==> config.mk <==
export PLATFORM = sky130hd
export DESIGN_NAME = multicycle_controller
export DESIGN_NICKNAME = d
export VERILOG_FILES = /design/src/rtl/riscv_ctrl_pkg.sv /design/src/rtl/alu_decoder.sv /design/src/rtl/multicycle_controller.sv
export SDC_FILE = /design/constraint.sdc
export NUM_CORES = 1
export LEC_CHECK = 0
export CELL_PAD_IN_SITES_DETAIL_PLACEMENT = 1
export CELL_PAD_IN_SITES_GLOBAL_PLACEMENT = 2
export CORE_UTILIZATION = 19
export CTS_CLUSTER_DIAMETER = 100
export DETAILED_ROUTE_END_ITERATION = 6
export PLACE_DENSITY = 0.84
export SKIP_CTS_REPAIR_TIMING = 1
export SLEW_MARGIN = 20
export SYNTH_ARGS = -nofsm -noshare
export SYNTH_HDL_FRONTEND = slang
export SYNTH_HIERARCHICAL = 1
export SYNTH_SLANG_ARGS = --single-unit
==> constraint.sdc <==
create_clock -name clk -period 1.35 [get_ports clk]
set_input_delay 0.135 -clock clk [delete_from_list [all_inputs] [get_ports clk]]
set_output_delay 0.135 -clock clk [all_outputs]
set_load 0.01 [all_outputs]
==> src/rtl/riscv_ctrl_pkg.sv <==
// rtl/riscv_ctrl_pkg.sv - shared encodings for the multicycle RV32I control path
package riscv_ctrl_pkg;

  localparam logic [6:0] OP_LOAD   = 7'b0000011;
  localparam logic [6:0] OP_STORE  = 7'b0100011;
  localparam logic [6:0] OP_R      = 7'b0110011;
  localparam logic [6:0] OP_I      = 7'b0010011;
  localparam logic [6:0] OP_BRANCH = 7'b1100011;
  localparam logic [6:0] OP_JAL    = 7'b1101111;
  localparam logic [6:0] OP_JALR   = 7'b1100111;
  localparam logic [6:0] OP_LUI    = 7'b0110111;

  typedef enum logic [3:0] {
    S_FETCH, S_DECODE, S_MEMADR, S_MEMRD, S_MEMWB, S_MEMWR, S_EXECR,
    S_EXECI, S_ALUWB, S_BRANCH, S_JAL, S_JALRADR, S_LUI
  } state_t;

  typedef enum logic [1:0] {ALUOP_ADD, ALUOP_SUB, ALUOP_FUNCT} alu_op_t;

  localparam logic [2:0] IMM_I = 3'd0;
  localparam logic [2:0] IMM_S = 3'd1;
  localparam logic [2:0] IMM_B = 3'd2;
  localparam logic [2:0] IMM_U = 3'd3;
  localparam logic [2:0] IMM_J = 3'd4;

  localparam logic [2:0] ALU_ADD  = 3'b000;
  localparam logic [2:0] ALU_SUB  = 3'b001;
  localparam logic [2:0] ALU_AND  = 3'b010;
  localparam logic [2:0] ALU_OR   = 3'b011;
  localparam logic [2:0] ALU_XOR  = 3'b100;
  localparam logic [2:0] ALU_SLT  = 3'b101;
  localparam logic [2:0] ALU_SLTU = 3'b110;

  localparam logic [1:0] RES_ALUOUT = 2'b00;
  localparam logic [1:0] RES_MEMDR  = 2'b01;
  localparam logic [1:0] RES_ALU    = 2'b10;
  localparam logic [1:0] RES_IMM    = 2'b11;

  localparam logic [1:0] SRCA_PC    = 2'b00;
  localparam logic [1:0] SRCA_OLDPC = 2'b01;
  localparam logic [1:0] SRCA_RS1   = 2'b10;

  localparam logic [1:0] SRCB_RS2  = 2'b00;
  localparam logic [1:0] SRCB_IMM  = 2'b01;
  localparam logic [1:0] SRCB_FOUR = 2'b10;

endpackage

==> src/rtl/alu_decoder.sv <==
// rtl/alu_decoder.sv - maps ALU operation class and funct fields to alu_control
module alu_decoder
  import riscv_ctrl_pkg::*;
(
  input  alu_op_t    alu_op,
  input  logic [2:0] funct3,
  input  logic       funct7b5,
  input  logic       op5,
  output logic [2:0] alu_control
);

  always_comb begin
    alu_control = ALU_ADD;
    case (alu_op)
      ALUOP_SUB: alu_control = ALU_SUB;
      ALUOP_FUNCT: begin
        case (funct3)
          // op5 separates R-type from I-type: addi never subtracts
          3'b000:  alu_control = (op5 && funct7b5) ? ALU_SUB : ALU_ADD;
          3'b111:  alu_control = ALU_AND;
          3'b110:  alu_control = ALU_OR;
          3'b100:  alu_control = ALU_XOR;
          3'b010:  alu_control = ALU_SLT;
          3'b011:  alu_control = ALU_SLTU;
          default: alu_control = ALU_ADD;
        endcase
      end
      default: alu_control = ALU_ADD;
    endcase
  end

endmodule

==> src/rtl/multicycle_controller.sv <==
// rtl/multicycle_controller.sv - main control FSM and immediate select for the multicycle RV32I core
module multicycle_controller
  import riscv_ctrl_pkg::*;
(
  input  logic       clk,
  input  logic       rst_n,
  input  logic [6:0] op,
  input  logic [2:0] funct3,
  input  logic       funct7b5,
  input  logic       zero,
  input  logic       neg,
  output logic       pc_write,
  output logic       adr_src,
  output logic       mem_write,
  output logic       ir_write,
  output logic       reg_write,
  output logic [1:0] result_src,
  output logic [1:0] alu_src_a,
  output logic [1:0] alu_src_b,
  output logic [2:0] alu_control,
  output logic [2:0] imm_src
);

  state_t  state, state_next;
  alu_op_t alu_op;
  logic    taken;
  logic    pc_write_s, mem_write_s, ir_write_s, reg_write_s;

  always_ff @(posedge clk or negedge rst_n) begin
    if (!rst_n) state <= S_FETCH;
    else        state <= state_next;
  end

  always_comb begin
    state_next = S_FETCH;
    case (state)
      S_FETCH:  state_next = S_DECODE;
      S_DECODE: begin
        case (op)
          OP_LOAD, OP_STORE: state_next = S_MEMADR;
          OP_R:              state_next = S_EXECR;
          OP_I:              state_next = S_EXECI;
          OP_BRANCH:         state_next = S_BRANCH;
          OP_JAL:            state_next = S_JAL;
          OP_JALR:           state_next = S_JALRADR;
          OP_LUI:            state_next = S_LUI;
          default:           state_next = S_FETCH;
        endcase
      end
      S_MEMADR:  state_next = (op == OP_LOAD) ? S_MEMRD : S_MEMWR;
      S_MEMRD:   state_next = S_MEMWB;
      S_EXECR,
      S_EXECI:   state_next = S_ALUWB;
      S_JAL:     state_next = S_ALUWB;
      S_JALRADR: state_next = S_JAL;
      default:   state_next = S_FETCH;
    endcase
  end

  always_comb begin
    case (funct3)
      3'b000:  taken = zero;
      3'b001:  taken = !zero;
      3'b100:  taken = neg;
      3'b101:  taken = !neg;
      default: taken = 1'b0;
    endcase
  end

  always_comb begin
    pc_write_s  = 1'b0;
    adr_src     = 1'b0;
    mem_write_s = 1'b0;
    ir_write_s  = 1'b0;
    reg_write_s = 1'b0;
    result_src  = RES_ALUOUT;
    alu_src_a   = SRCA_PC;
    alu_src_b   = SRCB_RS2;
    alu_op      = ALUOP_ADD;
    case (state)
      S_FETCH: begin
        ir_write_s = 1'b1;
        pc_write_s = 1'b1;
        alu_src_b  = SRCB_FOUR;
        result_src = RES_ALU;
      end
      S_DECODE: begin
        alu_src_a = SRCA_OLDPC;
        alu_src_b = SRCB_IMM;
      end
      S_MEMADR, S_JALRADR: begin
        alu_src_a = SRCA_RS1;
        alu_src_b = SRCB_IMM;
      end
      S_MEMRD: adr_src = 1'b1;
      S_MEMWB: begin
        result_src  = RES_MEMDR;
        reg_write_s = 1'b1;
      end
      S_MEMWR: begin
        adr_src     = 1'b1;
        mem_write_s = 1'b1;
      end
      S_EXECR: begin
        alu_src_a = SRCA_RS1;
        alu_op    = ALUOP_FUNCT;
      end
      S_EXECI: begin
        alu_src_a = SRCA_RS1;
        alu_src_b = SRCB_IMM;
        alu_op    = ALUOP_FUNCT;
      end
      S_ALUWB: reg_write_s = 1'b1;
      S_BRANCH: begin
        alu_src_a  = SRCA_RS1;
        alu_op     = ALUOP_SUB;
        pc_write_s = taken;
      end
      S_JAL: begin
        alu_src_a  = SRCA_OLDPC;
        alu_src_b  = SRCB_FOUR;
        pc_write_s = 1'b1;
      end
      S_LUI: begin
        result_src  = RES_IMM;
        reg_write_s = 1'b1;
      end
      default: ;
    endcase
  end

  // State is already FETCH while reset is held; only the write strobes need masking
  assign pc_write  = pc_write_s  & rst_n;
  assign mem_write = mem_write_s & rst_n;
  assign ir_write  = ir_write_s  & rst_n;
  assign reg_write = reg_write_s & rst_n;

  always_comb begin
    case (op)
      OP_STORE:  imm_src = IMM_S;
      OP_BRANCH: imm_src = IMM_B;
      OP_LUI:    imm_src = IMM_U;
      OP_JAL:    imm_src = IMM_J;
      default:   imm_src = IMM_I;
    endcase
  end

  alu_decoder u_alu_decoder (
    .alu_op      (alu_op),
    .funct3      (funct3),
    .funct7b5    (funct7b5),
    .op5         (op[5]),
    .alu_control (alu_control)
  );

endmodule

==> Yosys cells after proc, flatten, opt, wreduce, memory -nomap -nowiden <==
Index checks and enable logic that the tools add are counted.
Widths: inputs -> output; s select.
{ "word_totals": {"regBits": 4, "in_bits": 15, "output_inout_bits": 17, "word_cells": 65} }
{ "classes": {"eq_ne": 29, "muxes": 17, "bitwise": 4, "reduce_logical": 14} }
{ "op_table": {"columns": ["op", "n"], "rows": [
  ["$pmux 4 s7", 1],
  ["$pmux 4 s6", 1],
  ["$eq 7x6->1 const B", 3],
  ["$eq 7x7->1 const B", 3],
  ["$eq 4x4->1 const B", 5],
  ["$pmux 3 s6", 1],
  ["$eq 4x3->1 const B", 4],
  ["$eq 3x3->1 const B", 4],
  ["$pmux 2 s2", 3],
  ["$pmux 3 s4", 1],
  ["$reduce_or 2->1", 5],
  ["$eq 4x2->1 const B", 2],
  ["$eq 7x2->1 const B", 1],
  ["$eq 7x5->1 const B", 1],
  ["$eq 3x2->1 const B", 2],
  ["$pmux 2 s3", 1],
  ["$pmux 3 s2", 1],
  ["$reduce_or 3->1", 2],
  ["$mux 1", 5],
  ["$reduce_or 5->1", 1],
  ["$and 1x1->1", 4],
  ["$eq 4x1->1 const B", 1],
  ["$logic_not 4->1", 1],
  ["$pmux 1 s4", 1],
  ["other kinds (9)", 10]
]} }

==> Logic depth before layout (Yosys ltp) <==
Gate-level depths: netlist of run 1.
{ "depth": {"depth_word": 5, "depth_mapped": 6, "ltp_nobuf": 6} }

==> Modules after synthesis <==
Netlist of run 1, hierarchy kept.
{ "by_module_without_submodules": {"columns": ["mod", "n_inst", "cells_each", "area_each_um2", "seq_area_each_um2"], "rows": [
  ["multicycle_controller", 1, 67, 565.5, 100.1],
  ["alu_decoder", 1, 15, 102.6, 0.0]
]} }

==> Least setup slack after synthesis of run 1 <==
Ideal clock, no wire load.
{ "synth_path": {"path_type": "flip-flop to output port", "startpoint": "register state[3]", "endpoint": "output alu_control[1]", "t_arrival_ps": 1419, "t_required_ps": 1215, "setup_slack_ps": -204, "stages_incl_launch_ff": 6, "path_buffers": 1, "cell_sequence": "dfrtp_1 -> buf_4 -> and4bb_1 -> inv_1 -> ha_1 -> nor3_1"} }
{ "synth_via": {"elab_chain_cells": 5, "elab_cells_between_ends": 8, "classes_between": "eq/ne: 5; mux: 2; reduce/logical: 1"} }
{ "synth_lines": {"columns": ["element", "line_no", "source"], "rows": [
  ["from (decl)", "multicycle_controller.sv:24", "state_t state, state_next;"],
  ["from (signal assigned)", "multicycle_controller.sv:31", "else state <= state_next;"],
  ["$eq 4x3->1", "multicycle_controller.sv:80", "case (state)"],
  ["$reduce_or 2->1 (no source line)", null, null],
  ["$pmux 2 s2 *", "multicycle_controller.sv:80", null],
  ["net alu_op[0]", "multicycle_controller.sv:25", "alu_op_t alu_op;"],
  ["$eq 2x2->1 / $eq 2x1->1 (equally long branches)", "alu_decoder.sv:14", "case (alu_op)"],
  ["$pmux 3 s2 *", "alu_decoder.sv:14", null],
  ["to (decl)", "multicycle_controller.sv:20", "output logic [2:0] alu_control,"]
]} }
The timed path passes the listed nets; every way through them passes the cells marked *.

==> Worst setup path in the final report of run 1 <==
{ "layout_path": {"startpoint": "register state[3]", "endpoint": "output alu_control[0]"} }
The elaborated chain is that of the path after synthesis.

==> flow_summary.yaml, run 1 <==
die:
  dieArea_mm2: 0.00376
  pin_count: 32
  core_area_mm2: 0.00336
  rows: 21
  die_x_um: 61.3
  initial_core_util_pct: 19.9
  die_h_um: 61.3
clock_network:
  h-tree-depth: 1
  cts_buffers: 3
  clock-sinks: 4
  root_buffer: "clkbuf_4"
  cts_tree: "built"
  max-clock-path-buffers: 2
  path_clk_slew_ns: 0.04
  clkLatencyLatePin_ns: 0.23
hold_path:
  min_path_type: "primary input to asynchronous set/reset pin"
finish:
  ff_latch_area_um2: 101
  diodes: 0
  area_growth_syn_to_layout_pct: 113
  fin_cells: 189
  largest_reg_flops: 4
  fill_cells: 415
  final_common_cell: "buf_4"
  final_nets: 162
  finish.utilization_pct: 42.4
  multi_input_area_um2: 657
  drive_gt1_share_pct: 49.7
  mostFrequentLayoutCells: "21 x buf_4, 11 x clkdlybuf4s50_1, 10 x buf_2, 9 x buf_6, 8 x dlymetal6s2s_1"
  largest-register: "state"
  top_regs: "state (4)"
grt:
  antenna_found_initial: 0
  grtUsageTotal_pct: 12.4
  grt_max_degree: 13
  grt_pass1_wl_mm: 3.53
  grt_pass1_vias: 895
  overflow: 0
synth:
  synth_xor_area_share_pct: 5.24
  yosysWarnings: 6
  synth_cell_types: 38
  syn-num-nets: 99
  synthesis.instances: 82
  syn_area_um2: 668
  post_synth_and_or_nand_nor_area_fraction_pct: 44.8
  seq_area_frac_synth_pct: 15.0
  synth.avg_cell_area_um2: 8.15
  synth_seq_cells: 4
  synth_fa_ha_area_share_pct: 3.75
  synthMuxAreaShare_pct: 4.68
  synth_compound_area_share_pct: 19.5
  synth_top_family_by_area: "simple AND/OR/NAND/NOR gates"
job:
  timing.max_cap.violations: 0
detailed_routing:
  first_iter_violations: 19
  ant_nets: 0
  num_vias: 858
  wirelength_mm: 2.64
  routed_via_density: 4.54
  first_pass_iters: 4
  routedWlPerCell_um: 14.0
  route.detailed.drc: 0
timing:
  worstMarginPinSlew_ns: 0.280
  finalCriticalPeriod_ns: 1.85
  hold_viol: 0
  slew_headroom_pct: 81.1
  grt_setup_unrepaired: "true"
  period_share_pct: 137
  holdWs_ns: 0.336
  slew_viol_final: 0
  finalWorstSetupSlack_ns: -0.498
  finalSetupViolations: 15
  worst_clock_skew_ns: 0.000670
  fmax_mhz: 541
run_status:
  violations: "setup timing"
  status: "complete, but fails checks"
setup_path:
  path_max_fanout: 4
  cp.required_ns: 1.22
  startpoint_type: "flip-flop"
  endpoint_kind: "output port"
  worstPathArrival_ns: 1.71
  criticalPathCategory: "flip-flop to output port"
power_and_ir_drop:
  p_per_area_mw_per_mm2: 745
  leakagePower_nw: 0.735
  power_mw: 1.06
  vdd_drop_max_mv: 0.356
place:
  port_buffers: 31
  dpl.hpwl_mm: 1.89
  preCtsSetupSlack_ns: -0.729
  dpl.cell_count: 178
  place.gp.congestion: 0.763
[cells by family after synthesis]
| kind of cell | Yosys count |
|---|---|
| simple gates | 45 |
| compound gates | 15 |
| buf+inv | 9 |
| xor+xnor | 4 |
| flops | 4 |
| mux | 3 |
| fa+ha+maj | 2 |
[layout make-up]
| type | instances | share of cell area (%) |
|---|---|---|
| clock buffer | 3 | 1.58 |
| sequential | 4 | 7.11 |
| multi-input combinational | 69 | 46.1 |
| tap | 46 | 4.04 |
| timing repair buffer | 62 | 39.9 |
| inverter | 5 | 1.32 |
[per-layer routing]
metal / track usage, % / routed length (um)
met2: 26.7 / 1570
met3: 0.420 / 114
met5: 0 / 0
met1: 12.3 / 957
met4: 3.90 / 0
[critical path, cell delays in order (launching register included)]
cell	delay [ns]
dfrtp_2	0.44
and4bb_1	0.23
inv_1	0.10
ha_4	0.13
nand2b_1	0.08
a221oi_2	0.32
buf_2	0.19
[cells in the mapped netlist]
master | count | area share (%)
buf_2 | 2 | 1.5
nand2_1 | 6 | 3.4
and3b_1 | 3 | 3.9
nand2b_1 | 3 | 2.8
nor3b_1 | 3 | 3.4
a22oi_1 | 1 | 1.1
ha_1 | 2 | 3.7
xor2_1 | 2 | 2.6
nand4b_1 | 1 | 1.3
a2bb2oi_2 | 1 | 2.2
a21oi_1 | 3 | 2.2
xnor2_1 | 2 | 2.6
nor4b_1 | 1 | 1.3
nor2b_1 | 5 | 4.7
nor4_4 | 1 | 3.2
o21a_1 | 2 | 2.2
nor4_2 | 1 | 1.9
o2111a_1 | 1 | 1.7
buf_6 | 1 | 1.7
o211ai_1 | 1 | 1.1
inv_1 | 5 | 2.8
buf_4 | 1 | 1.1
nor3_1 | 4 | 3.0
dfrtp_1 | 4 | 15
mux2_2 | 1 | 1.7
o2bb2ai_1 | 1 | 1.3
and4bb_1 | 2 | 3.7
a21boi_1 | 1 | 1.1
o221ai_1 | 1 | 1.3
nor2_1 | 6 | 3.4
mux2i_1 | 2 | 3.0
a22o_1 | 1 | 1.3
o211a_1 | 1 | 1.5
a221oi_2 | 1 | 2.2
and3_1 | 3 | 2.8
nand3b_1 | 3 | 3.4
and2_1 | 2 | 1.9
nand3_1 | 1 | 0.75
[per-stage QoR]
stage,TNS (ns),area (um2)
final,-3.34,1430
after global routing,-4.48,1430
after CTS,-10.38,1210
after detailed placement,-7.33,1190
after global placement,-6.57,1190
after floorplan,-0.211,679
[worst paths after layout]
check	slack, ns	to	start	cells past startpoint
setup / recovery	-0.50	alu_control[0]	state[3]$_DFF_PN0_	6
min in group clk	0.52	state[1]$_DFF_PN0_	op[2]	5
hold reg to reg	0.67	state[0]$_DFF_PN0_	state[0]$_DFF_PN0_	2
setup reg to reg	-0.08	state[3]$_DFF_PN0_	state[2]$_DFF_PN0_	6
max in group asynchronous	0.90	state[3]$_DFF_PN0_	rst_n	2
hold / removal	0.34	state[2]$_DFF_PN0_	rst_n	2
[report_power, final]
group          switching, mW  total [mW]  internal [mW]
Clock                 0.0444       0.144         0.0991
Sequential            0.0146       0.154          0.140
Combinational          0.356       0.764          0.408
Note: power is estimated with default switching activity, not from simulation.
==> run 2: changes to the inputs <==
PLACE_DENSITY = 0.86   (was 0.84)
SKIP_CTS_REPAIR_TIMING = not set   (was 1)
SYNTH_HIERARCHICAL = not set   (was 1)
==> run 2 against run 1 <==
The flow still finishes with violations (setup timing); cell count grew 13%; clock skew grew 0.0053 ns; sequential power grew 5%; die area grew 1.4%; synthesized cell count grew 13%; combinational power grew 21%; critical path depth grew 2; critical path type unchanged; largest power group unchanged.
==> flow_summary.yaml, run 2 <==
detailed_routing:
  wirelength_mm: 3.16
  num_vias: 979
  first_pass_iters: 3
  route.detailed.drc: 0
  first_iter_violations: 16
  routedWlPerCell_um: 14.8
  ant_nets: 0
  routed_via_density: 4.60
clock_network:
  cts_tree: "built"
  cts_buffers: 3
  path_clk_slew_ns: 0.04
  h-tree-depth: 1
  cts_hold_buf: 0
  root_buffer: "clkbuf_4"
  max-clock-path-buffers: 2
  clkLatencyLatePin_ns: 0.24
  clock-sinks: 4
grt:
  overflow: 0
  antenna_found_initial: 0
  grt_max_degree: 13
  grtUsageTotal_pct: 17.0
  grt_pass1_vias: 1002
  grt_pass1_wl_mm: 4.62
timing:
  finalWorstSetupSlack_ns: -0.490
  finalSetupViolations: 18
  holdWs_ns: 0.389
  worst_clock_skew_ns: 0.00596
  slew_viol_final: 0
  finalCriticalPeriod_ns: 1.84
  hold_viol: 0
  fmax_mhz: 543
  tns_ns: -5.20
  grt_setup_unrepaired: "true"
  slew_headroom_pct: 77.5
  worstMarginPinSlew_ns: 0.335
  period_share_pct: 136
place:
  dpl.hpwl_mm: 1.90
  place.gp.congestion: 0.749
  preCtsSetupSlack_ns: -0.588
  dpl.cell_count: 189
  port_buffers: 31
  placedInstanceArea_mm2: 0.00123
finish:
  final_common_cell: "buf_4"
  finish.utilization_pct: 44.9
  mostFrequentLayoutCells: "36 x buf_4, 15 x buf_2, 13 x buf_6, 10 x clkdlybuf4s50_1"
  final_area_mm2: 0.00152
  top_regs: "state (4)"
  largest-register: "state"
  drive_gt1_share_pct: 58.7
  area_growth_syn_to_layout_pct: 125
  fin_cells: 213
  largest_reg_flops: 4
  diodes: 0
  final_nets: 186
synth:
  yosysWarnings: 0
  syn_area_um2: 678
  synth_ff_type: "dfrtp_1"
  synthMuxAreaShare_pct: 2.95
  synthesis.instances: 93
  synth_fa_ha_area_share_pct: 3.69
  synth_area_leaders: "dfrtp_1 15%, xor2_1 5.2%, and3b_1 3.9%, ha_1 3.7%, nor2b_1 3.7%"
  synth_compound_area_share_pct: 17.5
  synth_top_family_by_area: "simple AND/OR/NAND/NOR gates"
  synth_enable_flop_cells: 0
  synth_xor_area_share_pct: 5.17
  seq_area_frac_synth_pct: 14.8
  synth_cell_types: 40
  yosys-top-cells-count: "6 x inv_1, 6 x nand2_1, 6 x nor2_1"
  post_synth_and_or_nand_nor_area_fraction_pct: 45.9
  yosysTopAreaCell: "dfrtp_1"
  async_flop_share_pct: 100
  syn-num-nets: 110
  synth_seq_cells: 4
  synth.avg_cell_area_um2: 7.29
  synth_top_area_share_pct: 14.8
power_and_ir_drop:
  p_seq_share_pct: 13.0
  power_mw: 1.24
  p_clk_share_pct: 12.4
  internal_power_uw: 735
  p_per_area_mw_per_mm2: 812
  p_sw_uw: 501
  leakagePower_nw: 0.722
  vdd_drop_max_mv: 0.295
  switching_share_pct: 40.6
  combPwrFrac_pct: 74.6
setup_path:
  crit_buf_inv: 2
  criticalPathCategory: "flip-flop to output port"
  worstPathArrival_ns: 1.71
  path_max_fanout: 4
  rr_endpoint: "state[2]$_DFF_PN0_"
  endpoint_kind: "output port"
  r2r-start: "state[3]$_DFF_PN0_"
  startpoint_type: "flip-flop"
  cp_top_family: "simple AND/OR/NAND/NOR gates"
  cp.required_ns: 1.22
  crit_slowest_cell: "dfrtp_1"
  ff2ff_setup_slack_ns: -0.35
  worstPathCellList: "buf_6 -> nor2b_4 -> and2_4 -> ha_4 -> nor2b_1 -> o21ai_1 -> a21oi_2 -> buf_2"
  r2r_cells: 8
  slowest_delay_ns: 0.42
die:
  die_h_um: 61.7
  rows: 21
  initial_core_util_pct: 20.0
  pin_count: 32
  dieArea_mm2: 0.00381
  die_x_um: 61.7
  core_area_mm2: 0.00339
run_status:
  violations: "setup timing"
  status: "complete, but fails checks"
hold_path:
  min_path_type: "primary input to asynchronous set/reset pin"
job:
  timing.max_cap.violations: 0
run 2: cells by family (layout without fill, tap and decap cells):
kind of cell             Yosys count  count (layout)
AND/OR/NAND/NOR                   49              49
AO/OA/AOI/OAI                     17              17
buffers and inverters             15              89
XOR/XNOR                           4               4
flip-flops                         4               4
adder cells (fa/ha/maj)            2               2
multiplexers                       2               2
run 2: power groups by stage:
stage | logic [mW] | clock network [mW] | registers, mW
after floorplan | 0.344 | 0 | 0.157
after global placement | 0.684 | 0 | 0.151
after detailed placement | 0.695 | 0 | 0.153
after CTS | 0.806 | 0.149 | 0.152
after global routing | 0.982 | 0.170 | 0.162
final | 0.922 | 0.153 | 0.161
run 2: worst max path at each step:
| stage | start | to | slack, ns | cells past startpoint |
|---|---|---|---|---|
| 5_1_grt | state[3]$_DFF_PN0_ | alu_control[0] | -0.60 | 8 |
| 4_1_cts | state[3]$_DFF_PN0_ | alu_control[0] | -0.41 | 8 |
| 6_report | state[3]$_DFF_PN0_ | alu_control[0] | -0.49 | 8 |
| 3_3_place_gp | state[3]$_DFF_PN0_ | alu_control[2] | -0.53 | 6 |
| 2_1_floorplan | state[3]$_DFF_PN0_ | alu_control[0] | -0.14 | 7 |
| 3_5_place_dp | state[1]$_DFF_PN0_ | alu_control[2] | -0.59 | 6 |
run 2: cell type report:
class | count | area (um2)
multi-input combinational | 74 | 669
timing repair buffer | 79 | 642
sequential | 4 | 100
tap | 46 | 57.6
fill | 403 | 1870
clock buffer | 3 | 22.5
inverter | 7 | 31.3
run 2: repair_timing:
action	4_1_cts	5_1_grt
pin swaps	10	6
gates cloned	0	0
setup endpoints to repair	20	19
buffers inserted	14	8
gates resized for setup	104	18
run 2: worst register-to-register path, cell delays in order (launching register included):
cell and delay [ns]:
dfrtp_1 0.42, buf_4 0.16, buf_6 0.11, buf_8 0.13, nor4b_4 0.27, buf_4 0.15, buf_4 0.10, and4b_1 0.19
a22o_1 0.13
run 2: per-layer routing:
layer	share of wire (%)	track usage, %
met3	2.9	3.11
met5	0	0
met2	56	31.2
met1	38	18.9
met4	2.8	7.62
==> run 3: changes to the inputs <==
GPL_TIMING_DRIVEN = 0   (was not set)
SKIP_LAST_GASP = 1   (was not set)
==> run 3 against run 2 <==
The run still ends with setup timing left; non-clock buffer count shrank 20; critical endpoint is now alu_control[2]; critical path type unchanged; global-route usage down 1.8 points; via count decreased by 7.9%.
==> flow_summary.yaml, run 3 (same netlist as run 2, synthesis figures left out) <==
timing:
  finalWorstSetupSlack_ns: -0.540
  worst_clock_skew_ns: 0.00672
  hold_viol: 0
  grt_setup_unrepaired: "true"
  slew_headroom_pct: 70.7
  slew_viol_final: 0
  fmax_mhz: 529
  finalCriticalPeriod_ns: 1.89
  worstMarginPinSlew_ns: 0.440
  finalSetupViolations: 17
  period_share_pct: 140
detailed_routing:
  num_vias: 902
  first_iter_violations: 8
  ant_nets: 0
  routedWlPerCell_um: 15.3
  wirelength_mm: 2.96
  first_pass_iters: 4
  route.detailed.drc: 0
  routed_via_density: 4.67
finish:
  area_growth_syn_to_layout_pct: 111
  finish.utilization_pct: 42.2
  final_common_cell: "buf_2"
  fin_cells: 193
  mostFrequentLayoutCells: "17 x buf_2, 14 x buf_6, 12 x buf_4, 7 x clkdlybuf4s50_1, 5 x nor2_1"
  diodes: 0
  largest_reg_flops: 4
  top_regs: "state (4)"
  final_nets: 166
  drive_gt1_share_pct: 59.2
  largest-register: "state"
grt:
  grt_max_degree: 11
  grtUsageTotal_pct: 15.2
  grt_pass1_vias: 868
  overflow: 0
  grt_pass1_wl_mm: 4.24
  antenna_found_initial: 0
place:
  port_buffers: 29
  dpl.cell_count: 168
  place.gp.congestion: 0.798
  dpl.hpwl_mm: 1.75
clock_network:
  max-clock-path-buffers: 2
  clock-sinks: 4
  cts_hold_buf: 0
  root_buffer: "clkbuf_4"
  path_clk_slew_ns: 0.04
  clkLatencyLatePin_ns: 0.24
  h-tree-depth: 1
  cts_buffers: 3
  cts_tree: "built"
setup_path:
  rr_endpoint: "state[3]$_DFF_PN0_"
  r2r_cells: 6
  worstPathArrival_ns: 1.75
  endpoint_kind: "output port"
  path_max_fanout: 3
  criticalPathCategory: "flip-flop to output port"
  cp.required_ns: 1.22
  r2r-start: "state[2]$_DFF_PN0_"
  startpoint_type: "flip-flop"
  ff2ff_setup_slack_ns: -0.08
power_and_ir_drop:
  p_clk_share_pct: 14.1
  leakagePower_nw: 0.644
  combPwrFrac_pct: 71.8
  p_per_area_mw_per_mm2: 785
  internal_power_uw: 625
  vdd_drop_max_mv: 0.349
  switching_share_pct: 44.3
  p_sw_uw: 497
  p_seq_share_pct: 14.1
die:
  initial_core_util_pct: 20.0
  dieArea_mm2: 0.00381
  die_h_um: 61.7
  die_x_um: 61.7
  pin_count: 32
  rows: 21
  core_area_mm2: 0.00339
run_status:
  status: "complete, but fails checks"
  violations: "setup timing"
job:
  timing.max_cap.violations: 0
hold_path:
  min_path_type: "primary input to asynchronous set/reset pin"
-- run 3: metrics by stage --
stage / hold slack [ns] / setup slack [ns] / TNS [ns] / area [um2] / power [mW]
4_1_cts: 0.165 / -0.524 / -3.34 / 1270 / 1.03
6_report: 0.170 / -0.540 / -4.48 / 1430 / 1.12
3_5_place_dp: 0.416 / -0.758 / -8.20 / 1060 / 0.794
2_1_floorplan: -0.161 / -0.137 / -0.269 / 714 / 0.501
5_1_grt: 0.193 / -0.586 / -5.46 / 1430 / 1.18
3_3_place_gp: 0.412 / -0.707 / -7.45 / 1060 / 0.777
-- run 3: metal layers --
metal	share of wire [%]	GRT usage, %	up-vias
li1	-	-	447
met1	43	18.5	433
met2	54	28.4	22
met3	3.0	2.28	0
met4	0	2.86	0
met5	0	0	-
-- run 3: repair_timing --
action	CTS	global route
endpoints found under the setup margin	20	19
buffers inserted	19	6
pin swaps	11	15
resized for setup	101	34
-- run 3: worst max path at each step --
stage	startpoint	end	slack (ns)	depth (start not counted)
floorplan	state[3]$_DFF_PN0_	alu_control[0]	-0.14	7
global placement	state[3]$_DFF_PN0_	alu_control[0]	-0.71	8
detailed placement	state[2]$_DFF_PN0_	alu_control[2]	-0.76	7
CTS	state[3]$_DFF_PN0_	alu_control[0]	-0.52	8
global route	state[3]$_DFF_PN0_	alu_control[0]	-0.59	8
finish	state[3]$_DFF_PN0_	alu_control[2]	-0.54	6
-- run 3: final cells by class --
class / instances / area, um2
multi-input cells: 74 / 718
repair buffers: 52 / 427
well taps: 46 / 57.6
flip-flops and latches: 4 / 103
clock buffers: 3 / 22.5
inverters: 7 / 31.3
plain buffers: 7 / 71.3
fillers: 390 / 1960
-- run 3: power by group through the flow --
stage	Combinational [mW]	Clock, mW	Sequential (mW)
final	0.806	0.158	0.158
after global routing	0.858	0.167	0.159
after CTS	0.725	0.153	0.154
after detailed placement	0.631	0	0.163
after global placement	0.615	0	0.163
after floorplan	0.344	0	0.157
-- run 3: worst max-delay path, cell delays in order, from the launching register on --
cell and delay (ns):
dfrtp_2 0.44, buf_6 0.14, and4bb_2 0.24, buf_4 0.15, ha_4 0.24, nor3b_2 0.15
buf_2 0.16
